**config.mk**
```make
export PLATFORM = sky130hd
export DESIGN_NAME = lif_spike_neuron_flat
export DESIGN_NICKNAME = d
export VERILOG_FILES = /design/src/rtl/lif_spike_neuron_if.sv /design/src/rtl/lif_spike_neuron.sv /design/src/flat_wrapper.sv
export SDC_FILE = /design/constraint.sdc
export NUM_CORES = 1
export LEC_CHECK = 0
export ABC_CLOCK_PERIOD_IN_PS = 22200
export BUFFER_PORTS_ARGS = -buffer_cell sky130_fd_sc_hd__buf_2
export CORE_MARGIN = 2
export CORE_UTILIZATION = 65
export DETAILED_ROUTE_END_ITERATION = 6
export MAX_ROUTING_LAYER = met4
export PLACE_DENSITY = 0.87
export SLEW_MARGIN = 15
export SYNTH_ARGS = -nofsm -noshare
export SYNTH_HDL_FRONTEND = slang
export SYNTH_SLANG_ARGS = --single-unit
```
**constraint.sdc**
```tcl
create_clock -name sys_clk -period 22.2 [get_ports sys_clk]
set_input_delay 4.44 -clock sys_clk [delete_from_list [all_inputs] [get_ports sys_clk]]
set_output_delay 4.44 -clock sys_clk [all_outputs]
set_load 0.02 [all_outputs]
```
**src/rtl/lif_spike_neuron_if.sv**
```systemverilog
// lif_spike_neuron_if: control, spike-input and membrane-output bundle of the LIF neuron
interface lif_spike_neuron_if #(
    parameter int N_IN        = 4,
    parameter int W_BITS      = 4,
    parameter int V_BITS      = 8,
    parameter int REFRAC_BITS = 3
);
    logic                     enable;
    logic [N_IN-1:0]          spikes_in;
    logic [N_IN*W_BITS-1:0]   weights;
    logic [V_BITS-1:0]        threshold;
    logic [2:0]               leak_shift;
    logic [REFRAC_BITS-1:0]   refrac_cycles;
    logic                     spike_out;
    logic [V_BITS-1:0]        membrane;
    logic                     refractory;
    modport master (
        output enable, spikes_in, weights, threshold, leak_shift, refrac_cycles,
        input  spike_out, membrane, refractory
    );
    modport slave (
        input  enable, spikes_in, weights, threshold, leak_shift, refrac_cycles,
        output spike_out, membrane, refractory
    );
endinterface

```
**src/rtl/lif_spike_neuron.sv**
```systemverilog
// lif_spike_neuron: leaky integrate-and-fire neuron with saturating membrane
// and a programmable refractory period after each spike.
module lif_spike_neuron #(
    parameter int N_IN        = 4,
    parameter int W_BITS      = 4,
    parameter int V_BITS      = 8,
    parameter int REFRAC_BITS = 3
) (
    input  logic                 sys_clk,
    input  logic                 reset,
    lif_spike_neuron_if.slave    bus
);
    localparam int IW = V_BITS + W_BITS + 5;
    localparam logic signed [IW-1:0] VMAX = IW'((2 ** (V_BITS - 1)) - 1);
    localparam logic signed [IW-1:0] VMIN = -IW'(2 ** (V_BITS - 1));
    typedef enum logic {INTEGRATE, REFRACTORY} state_e;
    state_e                    r_state, w_state_nxt;
    logic signed [V_BITS-1:0]  r_v;
    logic [REFRAC_BITS-1:0]    r_cnt;
    logic                      r_spike;
    logic signed [IW-1:0]      w_sum, w_v_ext, w_leak, w_raw;
    logic signed [V_BITS-1:0]  w_vnext;
    logic                      w_fire;
    always_comb begin
        w_sum = '0;
        for (int i = 0; i < N_IN; i++)
            w_sum = bus.spikes_in[i] ? w_sum + IW'(signed'(bus.weights[i*W_BITS +: W_BITS])) : w_sum;
    end
    assign w_v_ext = IW'(r_v);
    assign w_leak  = w_v_ext >>> bus.leak_shift;
    assign w_raw   = w_v_ext - w_leak + w_sum;
    assign w_vnext = w_raw > VMAX ? VMAX[V_BITS-1:0] : w_raw < VMIN ? VMIN[V_BITS-1:0] : w_raw[V_BITS-1:0];
    assign w_fire  = r_state == INTEGRATE && w_vnext >= $signed(bus.threshold);
    always_ff @(posedge sys_clk) begin
        if (reset) r_state <= INTEGRATE;
        else       r_state <= w_state_nxt;
    end
    always_comb begin
        w_state_nxt = !bus.enable ? r_state :
                      r_state == INTEGRATE ? ((w_fire && bus.refrac_cycles != '0) ? REFRACTORY : INTEGRATE) :
                      (r_cnt == REFRAC_BITS'(1) ? INTEGRATE : REFRACTORY);
    end
    // refractory cycles count down from the value latched at the firing edge
    always_ff @(posedge sys_clk) begin
        if (reset) begin
            r_v     <= '0;
            r_cnt   <= '0;
            r_spike <= 1'b0;
        end else begin
            r_spike <= bus.enable && w_fire;
            if (bus.enable) begin
                r_v   <= (r_state == REFRACTORY || w_fire) ? '0 : w_vnext;
                r_cnt <= r_state == REFRACTORY ? r_cnt - 1'b1 : w_fire ? bus.refrac_cycles : r_cnt;
            end
        end
    end
    always_comb begin
        bus.spike_out  = r_spike;
        bus.membrane   = r_v;
        bus.refractory = r_state == REFRACTORY;
    end
endmodule

```
**src/flat_wrapper.sv**
```systemverilog
// flat-port wrapper written by rule: the top's interface ports become plain ports
module lif_spike_neuron_flat 
#(
    parameter int N_IN        = 4,
    parameter int W_BITS      = 4,
    parameter int V_BITS      = 8,
    parameter int REFRAC_BITS = 3
)
  (sys_clk, reset, bus_enable, bus_spikes_in, bus_weights, bus_threshold, bus_leak_shift, bus_refrac_cycles, bus_spike_out, bus_membrane, bus_refractory);
  lif_spike_neuron_if #(.N_IN(N_IN), .W_BITS(W_BITS), .V_BITS(V_BITS), .REFRAC_BITS(REFRAC_BITS)) bus_i ();
  input  logic sys_clk;
  input  logic reset;
  input wire logic [$bits(bus_i.enable)-1:0] bus_enable;
  input wire logic [$bits(bus_i.spikes_in)-1:0] bus_spikes_in;
  input wire logic [$bits(bus_i.weights)-1:0] bus_weights;
  input wire logic [$bits(bus_i.threshold)-1:0] bus_threshold;
  input wire logic [$bits(bus_i.leak_shift)-1:0] bus_leak_shift;
  input wire logic [$bits(bus_i.refrac_cycles)-1:0] bus_refrac_cycles;
  output wire logic [$bits(bus_i.spike_out)-1:0] bus_spike_out;
  output wire logic [$bits(bus_i.membrane)-1:0] bus_membrane;
  output wire logic [$bits(bus_i.refractory)-1:0] bus_refractory;
  assign bus_i.enable = bus_enable;
  assign bus_i.spikes_in = bus_spikes_in;
  assign bus_i.weights = bus_weights;
  assign bus_i.threshold = bus_threshold;
  assign bus_i.leak_shift = bus_leak_shift;
  assign bus_i.refrac_cycles = bus_refrac_cycles;
  assign bus_spike_out = bus_i.spike_out;
  assign bus_membrane = bus_i.membrane;
  assign bus_refractory = bus_i.refractory;
  lif_spike_neuron #(.N_IN(N_IN), .W_BITS(W_BITS), .V_BITS(V_BITS), .REFRAC_BITS(REFRAC_BITS)) u_core (.sys_clk(sys_clk), .reset(reset), .bus(bus_i));
endmodule
```
== After elaboration in Yosys (flattened, before gate mapping) ==
Cells that the tools add are included.
Operators by class
  $add $sub $neg: 6
  reductions and logical operators: 7
  bitwise operators: 1
  multiplexer cells: 12
  div/mod/pow operators: 0
  shifts and indexed selects: 1
  multiply operators: 0
  equal/unequal tests: 1
  $lt $le $gt $ge: 3
Operators with widths (count)
  $mux 17: 4
  $add 17x4->17: 3
  $mux 8: 3
  $add 17x17->17: 1
  $gt 17x8->1 const B: 1
  $lt 17x8->1 const B: 1
  $sshr 8x3->17: 1
  $sub 8x17->17: 1
  $ge 8x8->1: 1
  $mux 3: 2
  $eq 3x1->1 const B: 1
  $logic_and 1x1->1: 3
  $mux 1: 3
  $reduce_bool 3->1: 1
  $sub 3x1->3 const B: 1
  $reduce_and 2->1: 1
  $reduce_bool 2->1: 1
  $logic_or 1x1->1: 1
  $not 1->1: 1
Word-level totals
  ROM bits: 0
  latch bits: 0
  input bits: 37
  memory bits (writable): 0
  memories kept: 0
  bits in registers: 13
  word-level logic and storage cells: 35
  output and inout port bits: 10

== Longest topological paths before layout ==
Gate-level depths: netlist of the first run.
  depth after elaboration: 16
  gate-level depth with buffers: 47
  gate-level depth less buffers: 46

== Worst setup path before layout of the first run ==
No wires, ideal clock.
  path type: input-to-reg
  start: input bus_weights[3]
  end: register u_core.r_v[0], in the netlist u_core.bus.membrane[0]
  data required time: 22.113 ns
  arrival: 13.779 ns
  setup time: 0.087 ns
  slack: 8.334 ns
  cell stages on the path: 40
  path buffers: 1
  cells stage by stage: and2_1 > ha_1 > a21oi_1 > fa_1 > o21ai_0 > ha_1 > or2_2 > a21oi_1 > o31ai_1 > a2111oi_0 > o21ai_0 > and3b_1 > or2_2 > ha_1 > a21oi_1 > o21ai_0 > xor2_1 > mux2_2 > [4 not listed] > and3_4 > nand2_4 > or4_1 > nand4_1 > or4b_1 > or4_4 > nor2_2 > o22a_1 > ha_1 > nand2b_1 > a21o_1 > a21o_1 > a211oi_1 > o21ai_0 > a21o_1 > o21ba_4 > a31oi_1 > o31ai_1
Between the ends
  word-level cells in the longest chain between the ends: 15
  elaborated cells between the ends (all ways): 16
  those cells by class: 4 x add/sub; 3 x order compare; 7 x mux; 2 x reduce/logical
RTL lines
  start: declaration: RTL line flat_wrapper.sv:15  | input wire logic [$bits(bus_i.weights)-1:0] bus_weights;
  $mux 17 *: RTL line lif_spike_neuron.sv:27  | w_sum = bus.spikes_in[i] ? w_sum + IW'(signed'(bus.weights[i*W_BITS +: W_BITS])) : w_sum;
  $add 17x4->17: RTL line lif_spike_neuron.sv:27
  $mux 17 *: RTL line lif_spike_neuron.sv:27
  $add 17x4->17: RTL line lif_spike_neuron.sv:27
  $mux 17 *: RTL line lif_spike_neuron.sv:27
  $add 17x4->17: RTL line lif_spike_neuron.sv:27
  $mux 17 *: RTL line lif_spike_neuron.sv:27
  $add 17x17->17 *: RTL line lif_spike_neuron.sv:31  | assign w_raw = w_v_ext - w_leak + w_sum;
  $lt 17x8->1: RTL line lif_spike_neuron.sv:32  | assign w_vnext = w_raw > VMAX ? VMAX[V_BITS-1:0] : w_raw < VMIN ? VMIN[V_BITS-1:0] : w_raw[V_BITS-1:0];
  $mux 8: RTL line lif_spike_neuron.sv:32
  $mux 8 *: RTL line lif_spike_neuron.sv:32
  $ge 8x8->1: RTL line lif_spike_neuron.sv:33  | assign w_fire = r_state == INTEGRATE && w_vnext >= $signed(bus.threshold);
  $logic_and 1x1->1: RTL line lif_spike_neuron.sv:33
  $logic_or 1x1->1: RTL line lif_spike_neuron.sv:52  | r_v <= (r_state == REFRACTORY || w_fire) ? '0 : w_vnext;
  $mux 8 *: RTL line lif_spike_neuron.sv:52
  end signal: assignment: RTL line lif_spike_neuron.sv:52
  end: declaration: RTL line lif_spike_neuron.sv:18  | logic signed [V_BITS-1:0] r_v;
Mark *: on every way between the ends. The rest lies on a longest branch, timed or not.
A chain may end at the register's enable or synchronous reset.

== Final worst setup path of the first run ==
  start: input bus_spikes_in[0]
  end: register u_core.r_v[0], in the netlist u_core.bus.membrane[0]
Between the ends
  word-level cells in the longest chain between the ends: 15
  elaborated cells between the ends (all ways): 16
  those cells by class: 4 x add/sub; 3 x order compare; 7 x mux; 2 x reduce/logical
RTL lines
  start: declaration: RTL line flat_wrapper.sv:14  | input wire logic [$bits(bus_i.spikes_in)-1:0] bus_spikes_in;
  $mux 17 *: RTL line lif_spike_neuron.sv:27
  $add 17x4->17: RTL line lif_spike_neuron.sv:27
  $mux 17 *: RTL line lif_spike_neuron.sv:27
  $add 17x4->17: RTL line lif_spike_neuron.sv:27
  $mux 17 *: RTL line lif_spike_neuron.sv:27
  $add 17x4->17: RTL line lif_spike_neuron.sv:27
  $mux 17 *: RTL line lif_spike_neuron.sv:27
  $add 17x17->17 *: RTL line lif_spike_neuron.sv:31
  $lt 17x8->1: RTL line lif_spike_neuron.sv:32
  $mux 8: RTL line lif_spike_neuron.sv:32
  $mux 8 *: RTL line lif_spike_neuron.sv:32
  $ge 8x8->1: RTL line lif_spike_neuron.sv:33
  $logic_and 1x1->1: RTL line lif_spike_neuron.sv:33
  $logic_or 1x1->1: RTL line lif_spike_neuron.sv:52
  $mux 8 *: RTL line lif_spike_neuron.sv:52
Marked as above.

==> load_flow_metrics.sql, run 1 <==
INSERT INTO impl_metrics (metric_group, metric, value, unit) VALUES
('outcome', 'result_of_the_run', 'completed', ''),
('floorplan', 'die-height', '89.9', 'µm'),
('drt', 'detail_route.drc_violations', '0', ''),
('floorplan', 'start_util', '0.665', ''),
('synth', 'netlist_instances', '631', ''),
('floorplan', 'ioPinCount', '47', ''),
('clocking', 'cts_tree', 'built', ''),
('placed_design', 'post-place-cells', '761', ''),
('placed_design', 'portBuffers', '46', ''),
('sta', 'final.min_clock_period', '15.04', 'ns'),
('clocking', 'cts_max_level', '1', ''),
('floorplan', 'floorplan.die_area', '8080', 'µm²'),
('synth', 'synth_largest_area_cell', 'sky130_fd_sc_hd__ha_1', ''),
('clocking', 'clk_transition_reported_paths', '0.05', 'ns'),
('sta', 'hold_slack', '0.525', 'ns'),
('synth', 'post_synth_num_cell_types', '68', ''),
('global_routing', 'grt_pass1_wl', '20000', 'µm'),
('synth', 'syn_area', '4790', 'µm²'),
('sta', 'relSlewSlack', '0.323', ''),
('clocking', 'post_cts_hold_buffer_count', '0', ''),
('critical_path', 'arrival', '15.19', 'ns'),
('critical_path', 'worst-endpoint-required', '22.36', 'ns'),
('clocking', 'root_buffer', 'sky130_fd_sc_hd__clkbuf_8', ''),
('cells_and_area', 'layout.cells.non_filler', '765', ''),
('clocking', 'clock_insertion_delay_worst_skew', '0.24', 'ns'),
('min_path', 'timing.hold.worst.class', 'reg -> reg', ''),
('synth', 'post_synth.cell_area_avg', '7.60', 'µm²'),
('placed_design', 'gp_routability_congestion', '0.933', ''),
('cells_and_area', 'filler_cell_count', '600', ''),
('sta', 'timing.final.setup_violations', '0', ''),
('synth', 'synth_ff_type', 'sky130_fd_sc_hd__dfxtp_1', ''),
('synth', 'synth_enable_flop_cells', '0', ''),
('synth', 'cell_types_occupying_the_most_area_after_synthesis', 'sky130_fd_sc_hd__ha_1, sky130_fd_sc_hd__fa_1, sky130_fd_sc_hd__a21oi_1', ''),
('critical_path', 'worst_path_largest_cell_delay', '0.90', 'ns'),
('sta', 'timing.final.max_slew_violations', '0', ''),
('sta', 'fin_worst_skew', '0.000695', 'ns'),
('drt', 'route.vias.total', '4759', ''),
('floorplan', 'fp.dieW', '89.9', 'µm'),
('sta', 'achievable-frequency', '0.0665', 'GHz'),
('clocking', 'postCtsResizedCells', '0', ''),
('cells_and_area', 'drive_gt1_frac', '0.140', ''),
('cells_and_area', 'number_of_inserted_diodes', '0', ''),
('drt', 'wl_per_cell', '15.7', 'µm'),
('clocking', 'number_of_buffers_created_by_cts', '3', ''),
('global_routing', 'gr-total-overflow', '0', ''),
('synth', 'synthMostInstantiatedCell', 'sky130_fd_sc_hd__ha_1', ''),
('drt', 'dr.first_iter.drc_count', '224', ''),
('cells_and_area', 'multi_input_area', '4240', 'µm²'),
('cells_and_area', 'design.final.nets', '803', ''),
('synth', 'synth_seq_cells', '13', ''),
('synth', 'mappedNetlistNets', '767', ''),
('critical_path', 'startpoint_type', 'input port', ''),
('clocking', 'clock_sinks', '13', ''),
('synth', 'asyncSetResetFlopFracSynth', '0', ''),
('drt', 'detail_route.first_pass.iterations', '5', ''),
('sta', 'timing.final.crit_share', '0.677', ''),
('floorplan', 'row_count', '31', ''),
('global_routing', 'antenna_found_initial', '0', ''),
('critical_path', 'worstSetupEndpointType', 'register', ''),
('critical_path', 'ff2ff_path_depth', '29', ''),
('drt', 'mean_number_of_vias_per_cell', '6.22', ''),
('sta', 'fin_setup_tns', '0', 'ns'),
('drt', 'postRouteAntennaNets', '0', ''),
('sta', 'finalHoldViolCount', '0', ''),
('sta', 'grt_setup_unrepaired', 'false', ''),
('flow_run', 'cap_viol_max_count', '0', ''),
('placed_design', 'dp_hpwl', '9740', 'µm'),
('critical_path', 'timing.setup.critical_path_class', 'in -> reg', ''),
('floorplan', 'design.core.area', '7210', 'µm²'),
('global_routing', 'grtUsageTotal', '0.296', ''),
('critical_path', 'worst-path-max-fanout', '14', '');
worst paths after layout:
kind                                             start                     end  slack [ns]
worst max-delay path                  bus_spikes_in[0]  u_core.bus.membrane[0]        7.16
worst min-delay path            u_core.bus.membrane[1]  u_core.bus.membrane[1]        0.52
worst max register to register  u_core.bus.membrane[7]  u_core.bus.membrane[0]       14.92
worst min register to register  u_core.bus.membrane[1]  u_core.bus.membrane[1]        0.52
flip-flops by register name, summed over array words and instances (netlist names):
register,count
u_core.bus.membrane,8
u_core.r_cnt,3
u_core.bus.refractory,1
u_core.bus.spike_out,1
cell usage in the layout, fill, tap and decap left out, drive strengths merged, types with 3 or more instances in the layout:
cell    count
a221oi      4
buf        47
or2        13
o31ai       5
xnor2      17
nand3       9
inv        60
dfxtp      13
and2        4
nor2b       8
o21ai      50
nor3       12
a211oi      8
o211ai      6
o21a       13
a21boi      3
nand3b      3
o22ai       8
o21bai      7
ha         81
nand2b     12
xor2       25
a21oi      56
nand2      46
a21o       17
mux2       16
clkbuf      3
and3        8
or4         3
mux2i       4
a31oi       3
or3         6
and4        3
fa         18
nor2       37
o311ai      5
per-layer routing:
metal / GRT usage / up-vias / wire length, µm
met2: 0.532 / 178 / 5940
li1: - / 2355 / -
met5: - / - / 0
met3: 0.0268 / 35 / 632
met4: 0.0615 / 0 / 240
met1: 0.365 / 2191 / 5190
cells by family after synthesis:
logic type,count (synthesis),synth area share
buf+inv,77,0.0608
flops,13,0.0543
mux,22,0.0553
xor+xnor,42,0.0767
simple gates,172,0.187
fa+ha+maj,99,0.287
compound gates,206,0.279
metrics by stage:
stage	instance area (µm²)	util
floorplan	4790	-
global placement	5090	0.706
detailed placement	5090	0.706
CTS	5140	0.712
global route	5140	0.712
finish	5140	0.712
layout make-up:
type                       count  share of cell area
multi-input combinational    541               0.825
sequential                    13              0.0506
timing repair buffer          47              0.0463
inverter                      61              0.0445
tap                           99              0.0241
clock buffer                   3             0.00803
clock inverter                 1            0.000974
critical path, delay by kind of cell:
kind | cells | cell delay, ns
AND/OR/NAND/NOR | 7 | 1.51
multiplexers | 2 | 0.59
buffers and inverters | 2 | 0.19
AO/OA/AOI/OAI | 24 | 5.61
XOR/XNOR | 3 | 0.33
adder cells (fa/ha/maj) | 8 | 2.52
Power of run 1 is not shown: default switching activity piles up to over one toggle a cycle in this logic, so the estimate is an artifact.
==> run 2, diff against run 1 <==
Settings changed: ABC_CLOCK_PERIOD_IN_PS 22200 to 15050, CORE_UTILIZATION 65 to 62, PLACE_DENSITY 0.87 to 0.83.
Clock period 22.2 ns to 15.05 ns, I/O delays scaled along.
==> run 2 against run 1 <==
  * First-iteration DRC count decreased by 3.1%
  * Hold slack got worse by 0.010 ns
  * Critical path depth unchanged
  * Global-route usage decreased by 2.1 points
  * Final area about the same
  * Worst setup slack got worse by 5.6 ns
  * Utilization decreased by 3.6 points
  * Cell count increased by 0.39%
  * Sequential cell count unchanged
==> load_flow_metrics.sql, run 2 (synthesized netlist as in run 1, its figures left out) <==
INSERT INTO impl_metrics (metric_group, metric, value, unit) VALUES
('outcome', 'result_of_the_run', 'completed', ''),
('floorplan', 'row_count', '32', ''),
('critical_path', 'worst-path-max-fanout', '14', ''),
('sta', 'timing.final.crit_share', '0.897', ''),
('critical_path', 'worst-endpoint-required', '15.20', 'ns'),
('placed_design', 'portBuffers', '46', ''),
('floorplan', 'fp.dieW', '91.9', 'µm'),
('floorplan', 'design.core.area', '7610', 'µm²'),
('clocking', 'postCtsResizedCells', '0', ''),
('clocking', 'clock_sinks', '13', ''),
('min_path', 'timing.hold.worst.class', 'reg -> reg', ''),
('clocking', 'cts_max_level', '1', ''),
('clocking', 'root_buffer', 'sky130_fd_sc_hd__clkbuf_8', ''),
('global_routing', 'grtUsageTotal', '0.275', ''),
('clocking', 'clk_transition_reported_paths', '0.06', 'ns'),
('clocking', 'cts_tree', 'built', ''),
('critical_path', 'worstSetupEndpointType', 'register', ''),
('cells_and_area', 'design.final.nets', '803', ''),
('cells_and_area', 'largest_register_ff_count', '8', ''),
('cells_and_area', 'area_growth', '7.28', '%'),
('sta', 'relSlewSlack', '0.398', ''),
('clocking', 'post_cts.repair.setup_buffers', '0', ''),
('drt', 'wl_per_cell', '15.0', 'µm'),
('cells_and_area', 'drive_gt1_frac', '0.140', ''),
('critical_path', 'arrival', '13.66', 'ns'),
('global_routing', 'grt_pass1_vias', '4320', ''),
('floorplan', 'start_util', '0.630', ''),
('floorplan', 'floorplan.die_area', '8450', 'µm²'),
('drt', 'dr.first_iter.drc_count', '217', ''),
('cells_and_area', 'number_of_inserted_diodes', '0', ''),
('sta', 'fin_worst_skew', '0.000759', 'ns'),
('critical_path', 'timing.setup.critical_path_class', 'in -> reg', ''),
('sta', 'grt_setup_unrepaired', 'false', ''),
('global_routing', 'pin_count_of_the_biggest_net_entering_global_routing', '28', ''),
('drt', 'mean_number_of_vias_per_cell', '6.20', ''),
('flow_run', 'cap_viol_max_count', '0', ''),
('floorplan', 'die-height', '91.9', 'µm'),
('sta', 'timing.final.setup_violations', '0', ''),
('global_routing', 'gr-total-overflow', '0', ''),
('global_routing', 'grt_pass1_wl', '19300', 'µm'),
('sta', 'finalHoldViolCount', '0', ''),
('drt', 'detail_route.first_pass.iterations', '4', ''),
('sta', 'tightest_slew', '0.902', 'ns'),
('sta', 'fin_setup_tns', '0', 'ns'),
('drt', 'detail_route.drc_violations', '0', ''),
('drt', 'final_wirelength', '11600', 'µm'),
('drt', 'postRouteAntennaNets', '0', ''),
('critical_path', 'worst_path_largest_cell_delay', '0.81', 'ns'),
('cells_and_area', 'mostFrequentLayoutCells', 'sky130_fd_sc_hd__ha_1, sky130_fd_sc_hd__inv_1, sky130_fd_sc_hd__a21oi_1', ''),
('clocking', 'post_cts_hold_buffer_count', '0', ''),
('clocking', 'clock_path_buffers', '2', ''),
('clocking', 'number_of_buffers_created_by_cts', '3', ''),
('sta', 'achievable-frequency', '0.0740', 'GHz'),
('sta', 'final.min_clock_period', '13.51', 'ns'),
('drt', 'route.vias.total', '4758', ''),
('sta', 'timing.final.max_slew_violations', '0', ''),
('placed_design', 'dp_hpwl', '9550', 'µm'),
('cells_and_area', 'layout_commonest_cell', 'sky130_fd_sc_hd__ha_1', ''),
('critical_path', 'crit_slowest_cell', 'sky130_fd_sc_hd__a21oi_1', ''),
('global_routing', 'antenna_found_initial', '0', ''),
('clocking', 'clock_insertion_delay_worst_skew', '0.24', 'ns'),
('placed_design', 'gp_routability_congestion', '0.921', ''),
('critical_path', 'startpoint_type', 'input port', ''),
('floorplan', 'ioPinCount', '47', '');
==> run 2: cell counts in the layout (fill, tap and decap cells not counted) <==
Identical to the previous run, type by type.
==> run 2: worst paths after layout <==
kind,slack (ns),cells after the start,from,endpoint
setup reg to reg,7.87,29,u_core.bus.membrane[7],u_core.bus.membrane[0]
hold / removal,0.51,2,u_core.bus.membrane[0],u_core.bus.membrane[0]
setup / recovery,1.54,46,bus_spikes_in[0],u_core.bus.membrane[0]
hold reg to reg,0.51,2,u_core.bus.membrane[0],u_core.bus.membrane[0]
==> run 2: layout make-up <==
class / count / area, µm²
clock buffer: 3 / 41.3
clock inverter: 1 / 5.00
fill: 663 / 2460
inverter: 61 / 229
multi-input combinational: 541 / 4240
sequential: 13 / 260
tap: 102 / 128
timing repair buffer: 47 / 238
==> run 2: critical path, delay by kind of cell <==
kind / cells / cell delay [ns]
multiplexers: 2 / 0.58
adder cells (fa/ha/maj): 8 / 2.49
AND/OR/NAND/NOR: 7 / 1.47
XOR/XNOR: 3 / 0.32
AO/OA/AOI/OAI: 24 / 5.58
buffers and inverters: 2 / 0.20
==> run 2: routing by layer <==
layer,track usage,part of all wire,vias up
li1,-,-,2352
met1,0.360,0.45,2239
met2,0.480,0.49,153
met3,0.0189,0.049,14
met4,0.0398,0.011,0
met5,-,0,-
==> run 2: through the flow <==
stage	hold slack (ns)	util	setup WS, ns	std cells	area (µm²)
after floorplan	0.464	-	2.61	631	4790
after global placement	0.488	0.670	1.67	764	5100
after detailed placement	0.504	0.670	1.40	764	5100
after CTS	0.516	0.676	1.66	768	5140
after global routing	0.534	0.676	0.850	768	5140
final	0.515	0.676	1.54	768	5140
Power of run 2 is left out for the same reason.
==> run 3, diff against run 2 <==
Settings changed: CORE_MARGIN 2 to unset.
==> run 3 against run 2 <==
  * Worst setup slack got worse by 0.11 ns
  * Global-route usage up 1.3 points
  * Critical path type unchanged
  * Critical endpoint unchanged
  * Cell count fell by 0.39%
  * Utilization up 2.1 points
==> load_flow_metrics.sql, run 3 (synthesized netlist as in run 1, its figures left out) <==
INSERT INTO impl_metrics (metric_group, metric, value, unit) VALUES
('cells_and_area', 'layout.cells.non_filler', '765', ''),
('clocking', 'clk_transition_reported_paths', '0.06', 'ns'),
('global_routing', 'grt_pass1_vias', '4417', ''),
('cells_and_area', 'drive_gt1_frac', '0.140', ''),
('placed_design', 'dp_hpwl', '9230', 'µm'),
('sta', 'timing.final.max_slew_violations', '0', ''),
('placed_design', 'post-place-cells', '761', ''),
('clocking', 'cts_tree', 'built', ''),
('sta', 'tightest_slew', '0.906', 'ns'),
('outcome', 'result_of_the_run', 'completed', ''),
('cells_and_area', 'number_of_inserted_diodes', '0', ''),
('drt', 'wl_per_cell', '14.7', 'µm'),
('drt', 'detail_route.first_pass.iterations', '5', ''),
('critical_path', 'startpoint_type', 'input port', ''),
('cells_and_area', 'largest_register_ff_count', '8', ''),
('clocking', 'clock_insertion_delay_worst_skew', '0.24', 'ns'),
('critical_path', 'launch_point_of_the_critical_path', 'bus_spikes_in[0]', ''),
('critical_path', 'worst_path_largest_cell_delay', '0.82', 'ns'),
('global_routing', 'grt_pass1_wl', '19400', 'µm'),
('clocking', 'number_of_buffers_created_by_cts', '3', ''),
('critical_path', 'reg_to_reg_start', 'u_core.bus.membrane[7]', ''),
('global_routing', 'antenna_found_initial', '0', ''),
('drt', 'postRouteAntennaNets', '0', ''),
('min_path', 'timing.hold.worst.start', 'u_core.r_cnt[0]', ''),
('floorplan', 'start_util', '0.651', ''),
('critical_path', 'arrival', '13.77', 'ns'),
('sta', 'final.min_clock_period', '13.61', 'ns'),
('drt', 'route.vias.total', '4622', ''),
('drt', 'detail_route.drc_violations', '0', ''),
('critical_path', 'worstSetupEndpointType', 'register', ''),
('critical_path', 'ff2ff_path_depth', '30', ''),
('clocking', 'post_cts_hold_buffer_count', '0', ''),
('drt', 'dr.first_iter.drc_count', '203', ''),
('clocking', 'clock_path_buffers', '2', ''),
('critical_path', 'worst-path-max-fanout', '14', ''),
('flow_run', 'cap_viol_max_count', '0', ''),
('placed_design', 'place_area', '5090', 'µm²'),
('critical_path', 'timing.setup.critical_path_class', 'in -> reg', ''),
('cells_and_area', 'post-route-cell-area', '5140', 'µm²'),
('sta', 'finalHoldViolCount', '0', ''),
('clocking', 'clock_sinks', '13', ''),
('cells_and_area', 'area_growth', '7.20', '%'),
('clocking', 'post_cts.repair.setup_buffers', '0', ''),
('global_routing', 'gr-total-overflow', '0', ''),
('critical_path', 'crit_slowest_cell', 'sky130_fd_sc_hd__a21oi_1', ''),
('sta', 'fin_worst_skew', '0.00129', 'ns'),
('global_routing', 'grtUsageTotal', '0.288', ''),
('floorplan', 'design.core.area', '7370', 'µm²'),
('cells_and_area', 'design.final.nets', '803', ''),
('drt', 'mean_number_of_vias_per_cell', '6.04', ''),
('floorplan', 'die-height', '89.9', 'µm'),
('min_path', 'timing.hold.worst.class', 'reg -> reg', ''),
('floorplan', 'ioPinCount', '47', ''),
('sta', 'grt_setup_unrepaired', 'false', ''),
('sta', 'relSlewSlack', '0.396', ''),
('sta', 'timing.final.crit_share', '0.905', ''),
('clocking', 'cts_max_level', '1', ''),
('floorplan', 'row_count', '31', ''),
('sta', 'achievable-frequency', '0.0734', 'GHz'),
('floorplan', 'fp.dieW', '89.9', 'µm'),
('cells_and_area', 'layout_commonest_cell', 'sky130_fd_sc_hd__ha_1', ''),
('sta', 'fin_setup_tns', '0', 'ns'),
('cells_and_area', 'mostFrequentLayoutCells', 'sky130_fd_sc_hd__ha_1, sky130_fd_sc_hd__inv_1, sky130_fd_sc_hd__a21oi_1', ''),
('floorplan', 'floorplan.die_area', '8090', 'µm²'),
('global_routing', 'pin_count_of_the_biggest_net_entering_global_routing', '28', ''),
('clocking', 'root_buffer', 'sky130_fd_sc_hd__clkbuf_8', ''),
('drt', 'final_wirelength', '11200', 'µm'),
('placed_design', 'gp_routability_congestion', '0.893', ''),
('min_path', 'whs_path_depth', '2', ''),
('sta', 'timing.final.setup_violations', '0', ''),
('cells_and_area', 'finish.utilization', '0.697', ''),
('placed_design', 'portBuffers', '46', ''),
('critical_path', 'worst-endpoint-required', '15.21', 'ns'),
('clocking', 'postCtsResizedCells', '0', '');
run 3: cell counts in the layout (fill, tap and decap cells not counted):
Identical to the previous run, type by type.
run 3: per-stage QoR:
| stage | hold WS [ns] | setup slack, ns |
|---|---|---|
| after CTS | 0.504 | 1.53 |
| after global placement | 0.481 | 1.66 |
| after detailed placement | 0.496 | 1.28 |
| after global routing | 0.529 | 0.280 |
| final | 0.511 | 1.44 |
| after floorplan | 0.464 | 2.61 |
run 3: path summary, 6_finish.rpt:
path	endpoint	slack (ns)
worst min register to register	u_core.r_cnt[0]	0.51
worst min-delay path	u_core.r_cnt[0]	0.51
worst max register to register	u_core.bus.membrane[0]	7.87
worst max-delay path	u_core.bus.membrane[0]	1.44
run 3: final cells by class:
class | count | area, µm²
clock buffers | 3 | 41.3
clock inverters | 1 | 5.00
fillers | 612 | 2230
inverters | 61 | 229
multi-input cells | 541 | 4240
flip-flops and latches | 13 | 260
well taps | 99 | 124
repair buffers | 47 | 238
run 3: critical path: cells and delay by family:
| family | cells | cell delay, ns |
|---|---|---|
| compound gates | 24 | 6.15 |
| xor+xnor | 2 | 0.22 |
| mux | 1 | 0.29 |
| buf+inv | 2 | 0.20 |
| simple gates | 8 | 1.73 |
| fa+ha+maj | 7 | 2.17 |
run 3: layer usage:
layer / part of all wire / track usage / wire length (µm) / vias to the layer above
met3: 0.040 / 0.0127 / 454 / 18
met4: 0.012 / 0.0444 / 133 / 0
met2: 0.49 / 0.514 / 5480 / 116
met1: 0.46 / 0.367 / 5160 / 2138
li1: - / - / - / 2350
met5: 0 / - / 0 / -
Power of run 3 is left out for the same reason.
